==> src/rtl/nine_segment_animator_if.sv <==
// nine_segment_animator_if: frame write port, playback controls and frame outputs of the animator.
interface nine_segment_animator_if #(
    parameter int DEPTH  = 8,
    parameter int HOLD_W = 24
);
    localparam int AW = $clog2(DEPTH);
    logic              wr_valid;
    logic [8:0]        wr_pattern;
    logic              wr_ready;
    logic              clear;
    logic              start;
    logic              stop;
    logic              pause;
    logic              loop;
    logic [HOLD_W-1:0] hold_cycles;
    logic [8:0]        segments;
    logic [AW-1:0]     frame_idx;
    logic [AW:0]       count;
    logic              playing;
    logic              done;
    modport master (
        output wr_valid, wr_pattern, clear, start, stop, pause, loop, hold_cycles,
        input  wr_ready, segments, frame_idx, count, playing, done
    );
    modport slave (
        input  wr_valid, wr_pattern, clear, start, stop, pause, loop, hold_cycles,
        output wr_ready, segments, frame_idx, count, playing, done
    );
endinterface

==> src/rtl/nine_segment_animator.sv <==
// nine_segment_animator: stores 9-bit frames and plays them back with a programmable per-frame hold.
module nine_segment_animator #(
    parameter int DEPTH  = 8,
    parameter int HOLD_W = 24
) (
    input  logic                    clk,
    input  logic                    rst,
    nine_segment_animator_if.slave  bus
);
    localparam int AW = $clog2(DEPTH);
    localparam int CW = AW + 1;
    typedef enum logic [1:0] {IDLE, PLAY, PAUSE} state_t;
    state_t            state_q, state_d;
    logic [8:0]        mem_q [DEPTH];
    logic [8:0]        segments_q, segments_d;
    logic [AW-1:0]     idx_q, idx_d;
    logic [CW-1:0]     count_q, count_d;
    logic [HOLD_W-1:0] cnt_q, cnt_d, hold_q, hold_d;
    logic              loop_q, loop_d, load_q, load_d, done_q, done_d;
    logic              wr_ready, playing, wr_en;
    assign wr_en = bus.wr_valid && wr_ready;
    always_ff @(posedge clk or posedge rst) begin
        if (rst) begin
            state_q    <= IDLE;
            segments_q <= '0;
            idx_q      <= '0;
            count_q    <= '0;
            cnt_q      <= '0;
            hold_q     <= HOLD_W'(1);
            loop_q     <= 1'b0;
            load_q     <= 1'b0;
            done_q     <= 1'b0;
        end else begin
            state_q    <= state_d;
            segments_q <= segments_d;
            idx_q      <= idx_d;
            count_q    <= count_d;
            cnt_q      <= cnt_d;
            hold_q     <= hold_d;
            loop_q     <= loop_d;
            load_q     <= load_d;
            done_q     <= done_d;
        end
    end
    always_ff @(posedge clk) begin
        if (wr_en) mem_q[count_q[AW-1:0]] <= bus.wr_pattern;
    end
    // The first PLAY cycle only fetches frame 0, so the hold count starts once it is on segments.
    always_comb begin
        state_d = state_q;
        idx_d   = idx_q;
        cnt_d   = cnt_q;
        hold_d  = hold_q;
        loop_d  = loop_q;
        load_d  = load_q;
        done_d  = 1'b0;
        count_d = count_q + CW'(wr_en);
        if (bus.clear) begin
            state_d = IDLE;
            idx_d   = '0;
            cnt_d   = '0;
            count_d = '0;
            load_d  = 1'b0;
        end else if (state_q == IDLE) begin
            if (bus.start && count_q != '0) begin
                state_d = PLAY;
                idx_d   = '0;
                cnt_d   = '0;
                load_d  = 1'b1;
                loop_d  = bus.loop;
                hold_d  = (bus.hold_cycles == '0) ? HOLD_W'(1) : bus.hold_cycles;
            end
        end else if (bus.stop) begin
            state_d = IDLE;
            idx_d   = '0;
            cnt_d   = '0;
            load_d  = 1'b0;
        end else if (bus.pause) begin
            state_d = PAUSE;
        end else begin
            state_d = PLAY;
            if (load_q) begin
                load_d = 1'b0;
            end else if (cnt_q == hold_q - HOLD_W'(1)) begin
                cnt_d = '0;
                if ({1'b0, idx_q} < count_q - CW'(1)) begin
                    idx_d = idx_q + AW'(1);
                end else if (loop_q) begin
                    idx_d = '0;
                end else begin
                    state_d = IDLE;
                    idx_d   = '0;
                    done_d  = 1'b1;
                end
            end else begin
                cnt_d = cnt_q + HOLD_W'(1);
            end
        end
        segments_d = (state_d != IDLE && !load_d) ? mem_q[idx_d] : '0;
    end
    always_comb begin
        wr_ready = (state_q == IDLE) && (count_q < CW'(DEPTH)) && !bus.clear;
        playing  = (state_q != IDLE);
    end
    assign bus.wr_ready  = wr_ready;
    assign bus.playing   = playing;
    assign bus.segments  = segments_q;
    assign bus.frame_idx = idx_q;
    assign bus.count     = count_q;
    assign bus.done      = done_q;
endmodule

==> src/flat_wrapper.sv <==
// flat-port wrapper written by rule: the top's interface ports become plain ports
module nine_segment_animator_flat 
#(
    parameter int DEPTH  = 8,
    parameter int HOLD_W = 24
)
  (clk, rst, bus_wr_valid, bus_wr_pattern, bus_clear, bus_start, bus_stop, bus_pause, bus_loop, bus_hold_cycles, bus_wr_ready, bus_segments, bus_frame_idx, bus_count, bus_playing, bus_done);
  nine_segment_animator_if #(.DEPTH(DEPTH), .HOLD_W(HOLD_W)) bus_i ();
  input  logic clk;
  input  logic rst;
  input wire logic [$bits(bus_i.wr_valid)-1:0] bus_wr_valid;
  input wire logic [$bits(bus_i.wr_pattern)-1:0] bus_wr_pattern;
  input wire logic [$bits(bus_i.clear)-1:0] bus_clear;
  input wire logic [$bits(bus_i.start)-1:0] bus_start;
  input wire logic [$bits(bus_i.stop)-1:0] bus_stop;
  input wire logic [$bits(bus_i.pause)-1:0] bus_pause;
  input wire logic [$bits(bus_i.loop)-1:0] bus_loop;
  input wire logic [$bits(bus_i.hold_cycles)-1:0] bus_hold_cycles;
  output wire logic [$bits(bus_i.wr_ready)-1:0] bus_wr_ready;
  output wire logic [$bits(bus_i.segments)-1:0] bus_segments;
  output wire logic [$bits(bus_i.frame_idx)-1:0] bus_frame_idx;
  output wire logic [$bits(bus_i.count)-1:0] bus_count;
  output wire logic [$bits(bus_i.playing)-1:0] bus_playing;
  output wire logic [$bits(bus_i.done)-1:0] bus_done;
  assign bus_i.wr_valid = bus_wr_valid;
  assign bus_i.wr_pattern = bus_wr_pattern;
  assign bus_i.clear = bus_clear;
  assign bus_i.start = bus_start;
  assign bus_i.stop = bus_stop;
  assign bus_i.pause = bus_pause;
  assign bus_i.loop = bus_loop;
  assign bus_i.hold_cycles = bus_hold_cycles;
  assign bus_wr_ready = bus_i.wr_ready;
  assign bus_segments = bus_i.segments;
  assign bus_frame_idx = bus_i.frame_idx;
  assign bus_count = bus_i.count;
  assign bus_playing = bus_i.playing;
  assign bus_done = bus_i.done;
  nine_segment_animator #(.DEPTH(DEPTH), .HOLD_W(HOLD_W)) u_core (.clk(clk), .rst(rst), .bus(bus_i));
endmodule
==> config.mk <==
export PLATFORM = sky130hd
export DESIGN_NAME = nine_segment_animator_flat
export DESIGN_NICKNAME = d
export VERILOG_FILES = /design/src/rtl/nine_segment_animator_if.sv /design/src/rtl/nine_segment_animator.sv /design/src/flat_wrapper.sv
export SDC_FILE = /design/constraint.sdc
export NUM_CORES = 1
export LEC_CHECK = 0
export CORE_UTILIZATION = 40
export CTS_CLUSTER_SIZE = 14
export DETAILED_ROUTE_END_ITERATION = 10
export GPL_ROUTABILITY_DRIVEN = 0
export PLACE_DENSITY_LB_ADDON = 0.3
export SYNTH_ARGS = -nofsm -noshare
export SYNTH_HDL_FRONTEND = slang
export SYNTH_SLANG_ARGS = --single-unit
==> constraint.sdc <==
create_clock -name clk -period 8 [get_ports clk]
set_input_delay 1.6 -clock clk [delete_from_list [all_inputs] [get_ports clk]]
set_output_delay 1.6 -clock clk [all_outputs]
set_load 0.02 [all_outputs]
## Yosys cells after proc, flatten, opt, wreduce, memory -nomap -nowiden

Memory sizes are Yosys's and may differ from the RTL's.
Index checks and enable logic that the tools add are counted.

| word-level totals | value |
|---|---|
| bits in registers | 69 |
| RAM bits | 72 |
| bits of input ports | 41 |
| word-level logic and storage cells | 78 |
| memories | 1 |

| cells by class | value |
|---|---|
| $add $sub $neg | 5 |
| $lt $le $gt $ge | 2 |
| equality and inequality tests | 4 |
| mux-type cells | 42 |
| bitwise logic cells | 1 |
| reductions and logical operators | 14 |

Memory list:

| memory | depth | bits a word | rd ports | clocked after memory_dff | write ports | RTL line | source |
|---|---|---|---|---|---|---|---|
| u_core.mem_q | 8 | 9 | 1 | 0 | 1 | nine_segment_animator.sv:14 | `logic [8:0] mem_q [DEPTH];` |

Operators with widths:

| operator | number |
|---|---|
| 24-bit 2-to-1 mux | 8 |
| 24-bit by 1-bit adder with 24-bit output, second input constant | 1 |
| 24-bit equality test | 1 |
| 24-bit logical NOT | 1 |
| 3-bit 2-to-1 mux | 8 |
| 24-bit by 1-bit subtractor with 24-bit output, second input constant | 1 |
| 1-bit 2-to-1 mux | 16 |
| 2-bit 2-to-1 mux | 8 |
| 9-bit 2-to-1 mux | 1 |
| 3-bit AND reduction | 2 |
| 1-bit logical AND | 5 |
| 4-bit by 1-bit adder with 4-bit output | 1 |
| 3-bit by 4-bit less-than comparator with 1-bit output | 1 |
| 4-bit less-than comparator, second input constant | 1 |
| 4-bit 2-to-1 mux | 1 |
| 4-bit by 3-bit != test with 1-bit output, second input constant | 1 |
| 4-bit != test, second input constant | 1 |
| 2-bit nonzero test | 2 |
| 4-bit nonzero test | 1 |
| 4-bit by 1-bit subtractor with 4-bit output, second input constant | 1 |
| 3-bit by 1-bit adder with 3-bit output, second input constant | 1 |
| 3-bit by 2-bit != test with 1-bit output, second input constant | 1 |
| 1-bit logical NOT | 2 |
| 2-bit logical NOT | 1 |
| 1-bit inverter | 1 |

## Longest topological paths before layout

Gate-level depths: netlist of run 1.

| depth | value |
|---|---|
| depth after elaboration | 12 |
| gate-level depth with buffers | 15 |

## Worst setup path before layout of run 1

OpenSTA, ideal clock, no wires.

| path | value |
|---|---|
| kind | input -> register |
| start point | input bus_clear |
| end point | register u_core.segments_q[0] (netlist: u_core.bus.segments[0]) |
| setup time | 0.122 ns |
| data arrival time | 3.779 ns |
| required time | 7.878 ns |
| setup slack | 4.099 ns |
| cell stages on the path | 11 |
| cell sequence | clkbuf_1 > nor3_1 > nand2_1 > nand2_1 > nor4_1 > or4b_1 > clkbuf_1 > a31oi_2 > clkbuf_1 > a32oi_1 > a32o_1 |

| on the way | value |
|---|---|
| cells in the longest elaborated chain, start to end | 4 |
| elaborated cells on any way between the ends | 8 |

RTL lines:

| element | RTL line | source |
|---|---|---|
| start, declared | flat_wrapper.sv:13 | `input wire logic [$bits(bus_i.clear)-1:0] bus_clear;` |
| parallel branches: the longest is 3 deep, another holds memory read 8 x 9 bit | -- |  |
| 9-bit 2-to-1 mux (*) | nine_segment_animator.sv:99 | `segments_d = (state_d != IDLE && !load_d) ? mem_q[idx_d] : '0;` |
| net u_core.segments_d[0] | nine_segment_animator.sv:15 | `logic [8:0] segments_q, segments_d;` |
| end signal, assigned | nine_segment_animator.sv:35 | `segments_q <= segments_d;` |
| end, declared | nine_segment_animator.sv:15 |  |

Mark *: on every way through the listed nets, which the timed path passes.
A chain may end at the register's enable or synchronous reset.

## Worst setup path in the final report of run 1

| path | value |
|---|---|
| start point | input bus_clear |
| end point | register u_core.segments_q[8] (netlist: u_core.bus.segments[8]) |

Same word-level chain as after synthesis.

==> impl_summary.log, run 1 <==
[metrics] number of enable-type register cells in the synthesized netlist: 72
[metrics] clock tree from TritonCTS: done
[metrics] number of buffers created by CTS: 17
[metrics] synthesized instance count: 640
[metrics] result of the run: complete, no violations
[metrics] worst-case hold path end point: u_core.hold_q[23]
[metrics] maxcap violations: 0
[metrics] Req. time, crit path: 8.31 ns
[metrics] area added between synthesis and finish: 18.3%
[metrics] number of antenna violations at the first check in global routing: 0
[metrics] P per Cell Area: 245 nW/µm²
[metrics] clk_skew: 0.0113 ns
[metrics] number of search-and-repair iterations in the first detailed-routing pass: 5
[metrics] highest net fanout along the worst path: 26
[metrics] Setup TNS Final: 0 ns
[metrics] number of H-tree levels: 4
[metrics] final setup violation count: 0
[metrics] Reg2Reg Setup Slack: 3.08 ns
[metrics] kind of path behind the tightest hold check: reg2reg
[metrics] area enclosed by the die boundary: 18300 µm²
[metrics] number of synthesis warnings: 0
[metrics] fraction of synthesized cell area taken by the top area cell type: 30.4%
[metrics] most common library cells after synthesis: edfxtp_1, dfrtp_1, nor2_1
[metrics] hold path start: u_core.hold_q[23]
[metrics] count of different cell masters after synthesis: 68
[metrics] biggest area consumer among synthesized cells: edfxtp_1
[metrics] min cycle time layout: 4.92 ns
[metrics] count of non-filler cells in the finished layout: 925
[metrics] antenna cells: 0
[metrics] worst-case headroom to the max-slew limit: 24.8%
[metrics] Die X-Extent: 135 µm
[metrics] count of buffers inserted at the top-level ports: 59
[metrics] routed len/inst: 18.4 µm
[metrics] clock transition at the register clock pins on the worst setup and hold paths after CTS: 0.07 ns
[metrics] Max Buffers Root-to-Sink: 2
[metrics] PnR Total Power: 2070 µW
[metrics] Post-Synthesis Cell Area: 7110 µm²
[metrics] number of cells on the worst reg-to-reg path: 10
[metrics] vias in the first global route: 5219
[metrics] final slew viol count: 0
[metrics] initial cell density of the core: 41.0%
[metrics] initial DRC count: 451
[metrics] total wire length: 17000 µm
[metrics] final clock period utilization by the worst path: 61.5%
[metrics] number of sinks driven by the clock tree: 141
[metrics] largest cells by area after synthesis: edfxtp_1, dfrtp_1, mux2_2
[metrics] share of synthesized area occupied by flip-flops and latches: 54.7%
[metrics] Site Rows: 48
[metrics] count of nets after finishing: 736
[metrics] latest clock arrival within the worst-skew pair: 0.43 ns
[metrics] number of cells upsized or downsized after cts: 0
[metrics] critical path data arrival time: 5.23 ns
[metrics] Antenna Nets Post-Route: 0
[metrics] Reg2Reg Capture Point: u_core.bus.segments[8]
[metrics] flops & latches, synth: 141
[metrics] clock root cell: clkbuf_16
[metrics] leakage power of the design: 0.00315 µW
[metrics] Placed Cells incl. Taps: 893
[metrics] fraction of layout cells with a size suffix above 1: 11.9%
[metrics] count leader, synth: edfxtp_1
[metrics] post-synthesis average cell area: 11.1 µm²
[metrics] cell depth of the worst min-delay path: 1
[metrics] HPWL Detailed: 11400 µm
[metrics] post-layout utilization of the core: 48.5%
[metrics] IO Pins: 60
[metrics] Worst setup EP type: flip-flop
[metrics] maximum number of pins on one net before global-route repair: 70
[metrics] Crit Path Class: in2reg
[metrics] reg-to-reg startpoint: u_core.hold_q[2]
[metrics] Remaining Overflow, GRT: 0
[metrics] Total Routing Usage GR: 19.8%
[metrics] Peak supply drop: 0.164 mV
[metrics] Via Count: 5323
[metrics] DRC Markers: 0
[metrics] transition at the pin with the smallest max-transition slack: 1.12 ns
[metrics] RSZ-0062 raised after global routing: false
[metrics] total setup buffers inserted after CTS: 0
[metrics] die extent in y: 135 µm
[metrics] hold buffer count at CTS: 0
[metrics] area inside the core boundary: 17400 µm²
[metrics] wire length of the first global-routing pass: 27600 µm
[metrics] FMAX: 0.203 GHz
[metrics] number of vias per cell after detailed routing: 5.75
[metrics] final hold viol count: 0
[metrics] syn_nets: 689
[metrics] kind of start point of the critical path: input pin
[metrics] main flop type after synthesis: edfxtp_1
[metrics] fraction of registers with async set or reset after synthesis: 48.9%
[where the power goes]
group / switching, µW / internal, µW
Combinational: 190 / 175
Clock: 352 / 412
Sequential: 112 / 824
Total: 654 / 1410
[worst max-delay path: stages]
cell	delay, ns
clkdlybuf4s50_1	0.64
nor3_1	0.11
nand2_1	0.12
nand2_1	0.07
nor4_1	0.19
or4b_1	0.55
and3_1	0.48
nor2_1	0.90
o21ai_0	0.24
a32o_1	0.33
[cells in the final DEF, fill, tap and decap left out, types with 6 or more instances in the layout]
master	count
or3_1	9
o21ai_0	47
a21oi_1	12
nor3_1	10
nor4_1	12
inv_1	22
nor2_1	54
nand4_1	14
ha_1	8
a32o_1	9
dfrtp_1	68
edfxtp_1	72
nand2_1	30
nand3_1	39
xnor2_1	20
mux2i_1	6
a31oi_1	19
o21ai_1	9
a32oi_1	8
mux2_2	24
xor2_1	25
clkbuf_16	17
clkdlybuf4s50_1	59
nand2b_1	9
and3_1	9
[how the worst max path moves through the flow]
stage,from,depth (start not counted),endpoint
2_1_floorplan,bus_clear,11,u_core.bus.segments[0]
3_3_place_gp,bus_clear,10,u_core.bus.segments[8]
3_5_place_dp,bus_clear,10,u_core.bus.segments[2]
4_1_cts,u_core.hold_q[2],10,u_core.bus.segments[8]
5_1_grt,u_core.hold_q[2],10,u_core.bus.segments[8]
6_report,bus_clear,10,u_core.bus.segments[8]
[through the flow]
| step | setup WS, ns | hold slack [ns] | cell area (µm²) |
|---|---|---|---|
| final | 3.08 | 0.540 | 8410 |
| after global routing | 2.64 | 0.557 | 8410 |
| after CTS | 3.12 | 0.546 | 8410 |
| after detailed placement | 2.73 | 0.531 | 7840 |
| after global placement | 2.93 | 0.519 | 7840 |
| after floorplan | 4.10 | 0.471 | 7110 |
[area by class of cell]
class / count / area (µm²)
multi-input cells: 442 / 2970
fillers: 1537 / 8940
clock inverters: 15 / 146
clock buffers: 17 / 425
inverters: 23 / 86.3
repair buffers: 62 / 613
flip-flops and latches: 141 / 3890
well taps: 225 / 282
[metal layers]
metal  global-route usage [%]  vias to the layer above  share of wire, %
li1                         -                     2499                 -
met2                     32.8                      189                49
met4                     9.05                        0               2.5
met3                     3.70                       33               5.3
met5                        0                        -                 0
met1                     25.0                     2602                43
[registers in the layout, summed over array words and instances (netlist names)]
name,flops
u_core.mem_q,72
u_core.cnt_q,24
u_core.hold_q,24
u_core.bus.segments,9
u_core.bus.count,4
u_core.bus.frame_idx,3
u_core.state_q,2
u_core.bus.done,1
u_core.load_q,1
u_core.loop_q,1
[logic make-up (layout without fill, tap and decap cells)]
kind of cell	count (synthesis)	count (layout)	share of synthesized area [%]
mux	30	30	4.64
compound gates	131	131	11.9
fa+ha+maj	8	8	1.41
buf+inv	57	117	3.66
simple gates	228	228	18.1
flops	141	141	54.7
xor+xnor	45	45	5.54
No activity file was read; power rests on OpenSTA's default activity.
==> inputs of run 2 (changes only) <==
clock period = 4.7 ns   (was 8 ns; I/O delays follow)
==> impl_summary.log, run 2 (same netlist as run 1, synthesis figures left out) <==
[metrics] count of nets after finishing: 750 (+1.9%)
[metrics] final setup violation count: 0 (unchanged)
[metrics] transition at the pin with the smallest max-transition slack: 1.15 ns (+0.0255 ns)
[metrics] initial DRC count: 358 (-21%)
[metrics] detailed-routed wire length on met3: 993 µm (+9.4%)
[metrics] area inside the core boundary: 17400 µm² (unchanged)
[metrics] critical path data arrival time: 4.54 ns (-0.69 ns)
[metrics] most frequent standard cell in the layout excluding fill and tap cells: edfxtp_1
[metrics] Setup TNS Final: 0 ns (unchanged)
[metrics] Antenna Nets Post-Route: 0 (unchanged)
[metrics] maximum number of pins on one net before global-route repair: 46 (-34%)
[metrics] Die X-Extent: 135 µm (unchanged)
[metrics] number of sinks driven by the clock tree: 141 (unchanged)
[metrics] Total Routing Usage GR: 20.2% (+0.42 points)
[metrics] kind of path behind the tightest hold check: reg2reg
[metrics] initial cell density of the core: 41.0% (unchanged)
[metrics] fraction of layout cells with a size suffix above 1: 13.3% (+1.4 points)
[metrics] cell area after placement: 7940 µm² (+1.2%)
[metrics] highest metal layer with signal wires: met4
[metrics] Post-Route M1 WL: 7340 µm (-0.43%)
[metrics] number of H-tree levels: 4 (unchanged)
[metrics] die extent in y: 135 µm (unchanged)
[metrics] min cycle time layout: 4.23 ns
[metrics] latest clock arrival within the worst-skew pair: 0.43 ns (about the same)
[metrics] antenna cells: 0 (unchanged)
[metrics] count of buffers inserted at the top-level ports: 59 (unchanged)
[metrics] number of cells on the worst reg-to-reg path: 10 (unchanged)
[metrics] final hold viol count: 0 (unchanged)
[metrics] final design instance area without fill: 8560 µm² (+1.8%)
[metrics] result of the run: complete, no violations
[metrics] Req. time, crit path: 5.01 ns (-3.30 ns)
[metrics] leading cell types in the layout, fill and taps excluded: edfxtp_1, dfrtp_1, clkdlybuf4s50_1
[metrics] Reg2Reg Setup Slack: 0.47 ns (-2.61 ns)
[metrics] final clock period utilization by the worst path: 90.0%
[metrics] IO Pins: 60 (unchanged)
[metrics] area enclosed by the die boundary: 18300 µm² (unchanged)
[metrics] number of search-and-repair iterations in the first detailed-routing pass: 5 (unchanged)
[metrics] Site Rows: 48 (unchanged)
[metrics] clock tree from TritonCTS: done
[metrics] flip-flop count of the largest register, all copies and words added: 72 (unchanged)
[metrics] Worst setup EP type: flip-flop
[metrics] kind of start point of the critical path: flip-flop
[metrics] Max Buffers Root-to-Sink: 2 (unchanged)
[metrics] clock root cell: clkbuf_16
[metrics] DRC Markers: 0 (unchanged)
[metrics] end point of the critical path: u_core.bus.segments[1]
[metrics] Remaining Overflow, GRT: 0 (unchanged)
[metrics] FMAX: 0.236 GHz
[metrics] number of cells upsized or downsized after cts: 0 (unchanged)
[metrics] amount of wire on met2 after detailed routing: 8450 µm (+1.9%)
[metrics] Crit Path Class: reg2reg
[metrics] worst-case headroom to the max-slew limit: 23.4% (-1.4 points)
[metrics] Reg2Reg Capture Point: u_core.bus.segments[1]
[metrics] post-layout utilization of the core: 49.3% (+0.85 points)
[metrics] Peak supply drop: 0.264 mV (+61%)
[metrics] RSZ-0062 raised after global routing: false
[metrics] maxcap violations: 0 (unchanged)
[metrics] wire length of the first global-routing pass: 28000 µm (+1.4%)
[metrics] Via Count: 5358 (+0.66%)
[metrics] total wire length: 17200 µm (+1.4%)
[metrics] clock transition at the register clock pins on the worst setup and hold paths after CTS: 0.06 ns (about the same)
[metrics] reg-to-reg startpoint: u_core.hold_q[2]
[metrics] total setup buffers inserted after CTS: 0 (unchanged)
[metrics] P per Cell Area: 426 nW/µm² (+73%)
[metrics] HPWL Detailed: 11600 µm (+2.1%)
[metrics] hold buffer count at CTS: 0 (unchanged)
[metrics] leakage power of the design: 0.00325 µW (+3.0%)
[metrics] vias in the first global route: 5326 (+2.1%)
[metrics] first element of the critical path: u_core.hold_q[2]
[metrics] final slew viol count: 0 (unchanged)
[metrics] area added between synthesis and finish: 20.4%
[metrics] highest net fanout along the worst path: 34 (+31%)
[metrics] routed len/inst: 18.4 µm (about the same)
[metrics] clk_skew: 0.0106 ns (-0.000755 ns)
[metrics] number of antenna violations at the first check in global routing: 0 (unchanged)
[metrics] number of vias per cell after detailed routing: 5.71 (-0.84%)
[metrics] number of buffers created by CTS: 17 (unchanged)
-- run 2: worst min path at each step --
stage / start / to / slack [ns] / cells past startpoint
CTS: u_core.hold_q[23] / u_core.hold_q[23] / 0.54 / 1
global placement: u_core.hold_q[0] / u_core.hold_q[0] / 0.52 / 2
finish: u_core.hold_q[23] / u_core.hold_q[23] / 0.54 / 1
floorplan: u_core.loop_q / u_core.loop_q / 0.47 / 1
global route: u_core.hold_q[0] / u_core.hold_q[0] / 0.57 / 2
detailed placement: u_core.hold_q[23] / u_core.hold_q[23] / 0.53 / 1
-- run 2: per-layer routing --
layer | vias to the layer above | GRT usage, %
met3 | 37 | 5.39
met2 | 175 | 33.8
li1 | 2517 | -
met5 | - | 0
met4 | 0 | 8.74
met1 | 2629 | 24.4
-- run 2: power breakdown --
part / total [µW] / internal [µW] / switching, µW
Clock: 1430 / 858 / 576
Sequential: 1590 / 1400 / 186
Combinational: 622 / 300 / 322
-- run 2: area by class of cell --
type / instances / area [µm²]
Clock buffer: 18 / 429
Clock inverter: 14 / 195
Multi-Input combinational cell: 442 / 2960
Timing Repair Buffer: 76 / 718
Tap cell: 225 / 282
Sequential cell: 141 / 3890
Inverter: 23 / 86.3
Fill cell: 1489 / 8790
-- run 2: stage by stage --
stage | power [µW] | cells | setup WS [ns] | hold slack (ns)
after floorplan | 2040 | 640 | 1.04 | 0.471
after global placement | 2200 | 907 | 0.688 | 0.518
after detailed placement | 2220 | 907 | 0.529 | 0.527
after CTS | 3650 | 939 | 0.509 | 0.540
after global routing | 3800 | 939 | 0.241 | 0.567
final | 3640 | 939 | 0.469 | 0.543
-- run 2: worst max-delay path, stage by stage (launching register included) --
cell and delay (ns):
dfrtp_1 0.47, nor4_4 0.61, nand3_2 0.31, nor4_1 0.36
xnor2_1 0.17, nand4_1 0.22, or4_4 0.59, or4_4 0.74
a31oi_1 0.22, o21ai_0 0.12, a32o_1 0.28
==> inputs of run 3 (changes only) <==
HOLD_SLACK_MARGIN = 0.02   (was default)
==> results of run 3 <==
No change in the layout: final DEF, timing and power equal those of run 2.
==> RTL edit, RTL diff (config.mk and constraints of run 2) <==
The 3 states of `state_t` get a one-hot encoding in 3 bits.
--- a/src/rtl/nine_segment_animator.sv
+++ b/src/rtl/nine_segment_animator.sv
@@ -11,3 +11,3 @@
     localparam int CW = AW + 1;
-    typedef enum logic [1:0] {IDLE, PLAY, PAUSE} state_t;
+    typedef enum logic [2:0] {IDLE = 3'b001, PLAY = 3'b010, PAUSE = 3'b100} state_t;
     state_t            state_q, state_d;
Behaviour: no difference found for any inputs over 4 cycles, from zero or initial values and one cycle with rst high; so few cycles prove little.
==> RTL edit against run 2 <==
The run now ends with design-rule violations left. Critical path type unchanged. Largest cell class unchanged. Sequential cell count grew 1. Total power up 1.5%. Synthesized area up 5.1%. Worst setup slack better by 210 ps. Critical endpoint is now u_core.bus.segments[8]. Design area is 4.0% higher. Via count rose by 1.9%. Largest power group unchanged. Wire length is 2.2% higher.
==> RTL edit: results <==
set metrics [dict create \
    synth_mux_area_share_pct 3.88 \
    clockBufferDepth 2 \
    violations "design-rule violations" \
    async_flop_share_pct 49.3 \
    synth_common_cells "edfxtp_1, dfrtp_1, nor2_1" \
    synth.net_count 705 \
    grt.total_usage_pct 19.1 \
    dpl.hpwl_mm 11.7 \
    nNonClkBuffers 75 \
    multiInputGateArea_um2 3320 \
    cp-startpoint "u_core.hold_q[1]" \
    final-nonclk-buf-share_pct 7.98 \
    r2r_slack_ps 680 \
    synth_area_leaders "edfxtp_1, dfrtp_1, and3_1, mux2_2, a21boi_0" \
    synthAdderAreaFrac_pct 1.34 \
    drt_drc_violations_left 2 \
    final_nets 763 \
    clock-skew-final_ps 13.7 \
    dieArea_um2 19200 \
    multi_input_cells 462 \
    cp_slowest_cell "o2bb2ai_2" \
    postSynthAreaPerCell_um2 11.4 \
    dp.cells 924 \
    synthDistinctLibCells 71 \
    synth_edf_count 72 \
    leakage_nw 3.34 \
    stdcell_area_um2 8910 \
    postPlaceCellArea_um2 8290 \
    drt_iter0_markers 340 \
    fin_cells 956 \
    fill_cells 1573 \
    crit_path_max_fanout 18 \
    ys_ff_latch 142 \
    power.switching_mw 1.20 \
    synth_compound_area_share_pct 15.1 \
    status "finished with violations" \
    grt_pass1_vias 5595 \
    arrival_ps 4370 \
    inverters 16 \
    wire_per_inst_um 18.4 \
    cts_max_level 4 \
    avgViaCountPerCell 5.71 \
    regArea_um2 3920 \
    p_per_area_nw_per_um2 415 \
    r2r-end "u_core.bus.segments[8]" \
    first_pass_iters 8 \
    reg2reg_depth 12 \
    grt_max_degree 74 \
    yosys.area_share.xor_xnor_pct 5.62 \
    p_comb_share_pct 18.8 \
]
[RTL edit: changes by cell type in the layout (fill, tap and decap cells not counted), moves of 9 or more]
cell       before  now
and3_1          9   44
o211ai_1        1   10
nand3_1        39   13
nand4_1        14   23
o21ai_0        47   19
a31oi_1        19    0
o2111ai_1       1   19
o211ai_2        0   10
a21boi_0        1   35
[RTL edit: stage by stage]
| stage | setup WS (ps) | hold WS [ps] |
|---|---|---|
| global placement | 830 | 517 |
| floorplan | 1600 | 496 |
| global route | 270 | 570 |
| detailed placement | 675 | 537 |
| finish | 683 | 549 |
| CTS | 655 | 552 |
[RTL edit: layer usage]
layer / vias up / global-route usage [%] / part of all wire, % / wire (µm)
li1: 2594 / - / - / -
met1: 2696 / 22.6 / 42 / 7390
met2: 135 / 33.8 / 51 / 8980
met3: 33 / 4.07 / 4.8 / 844
met4: 0 / 8.01 / 2.3 / 414
met5: - / 0 / 0 / 0
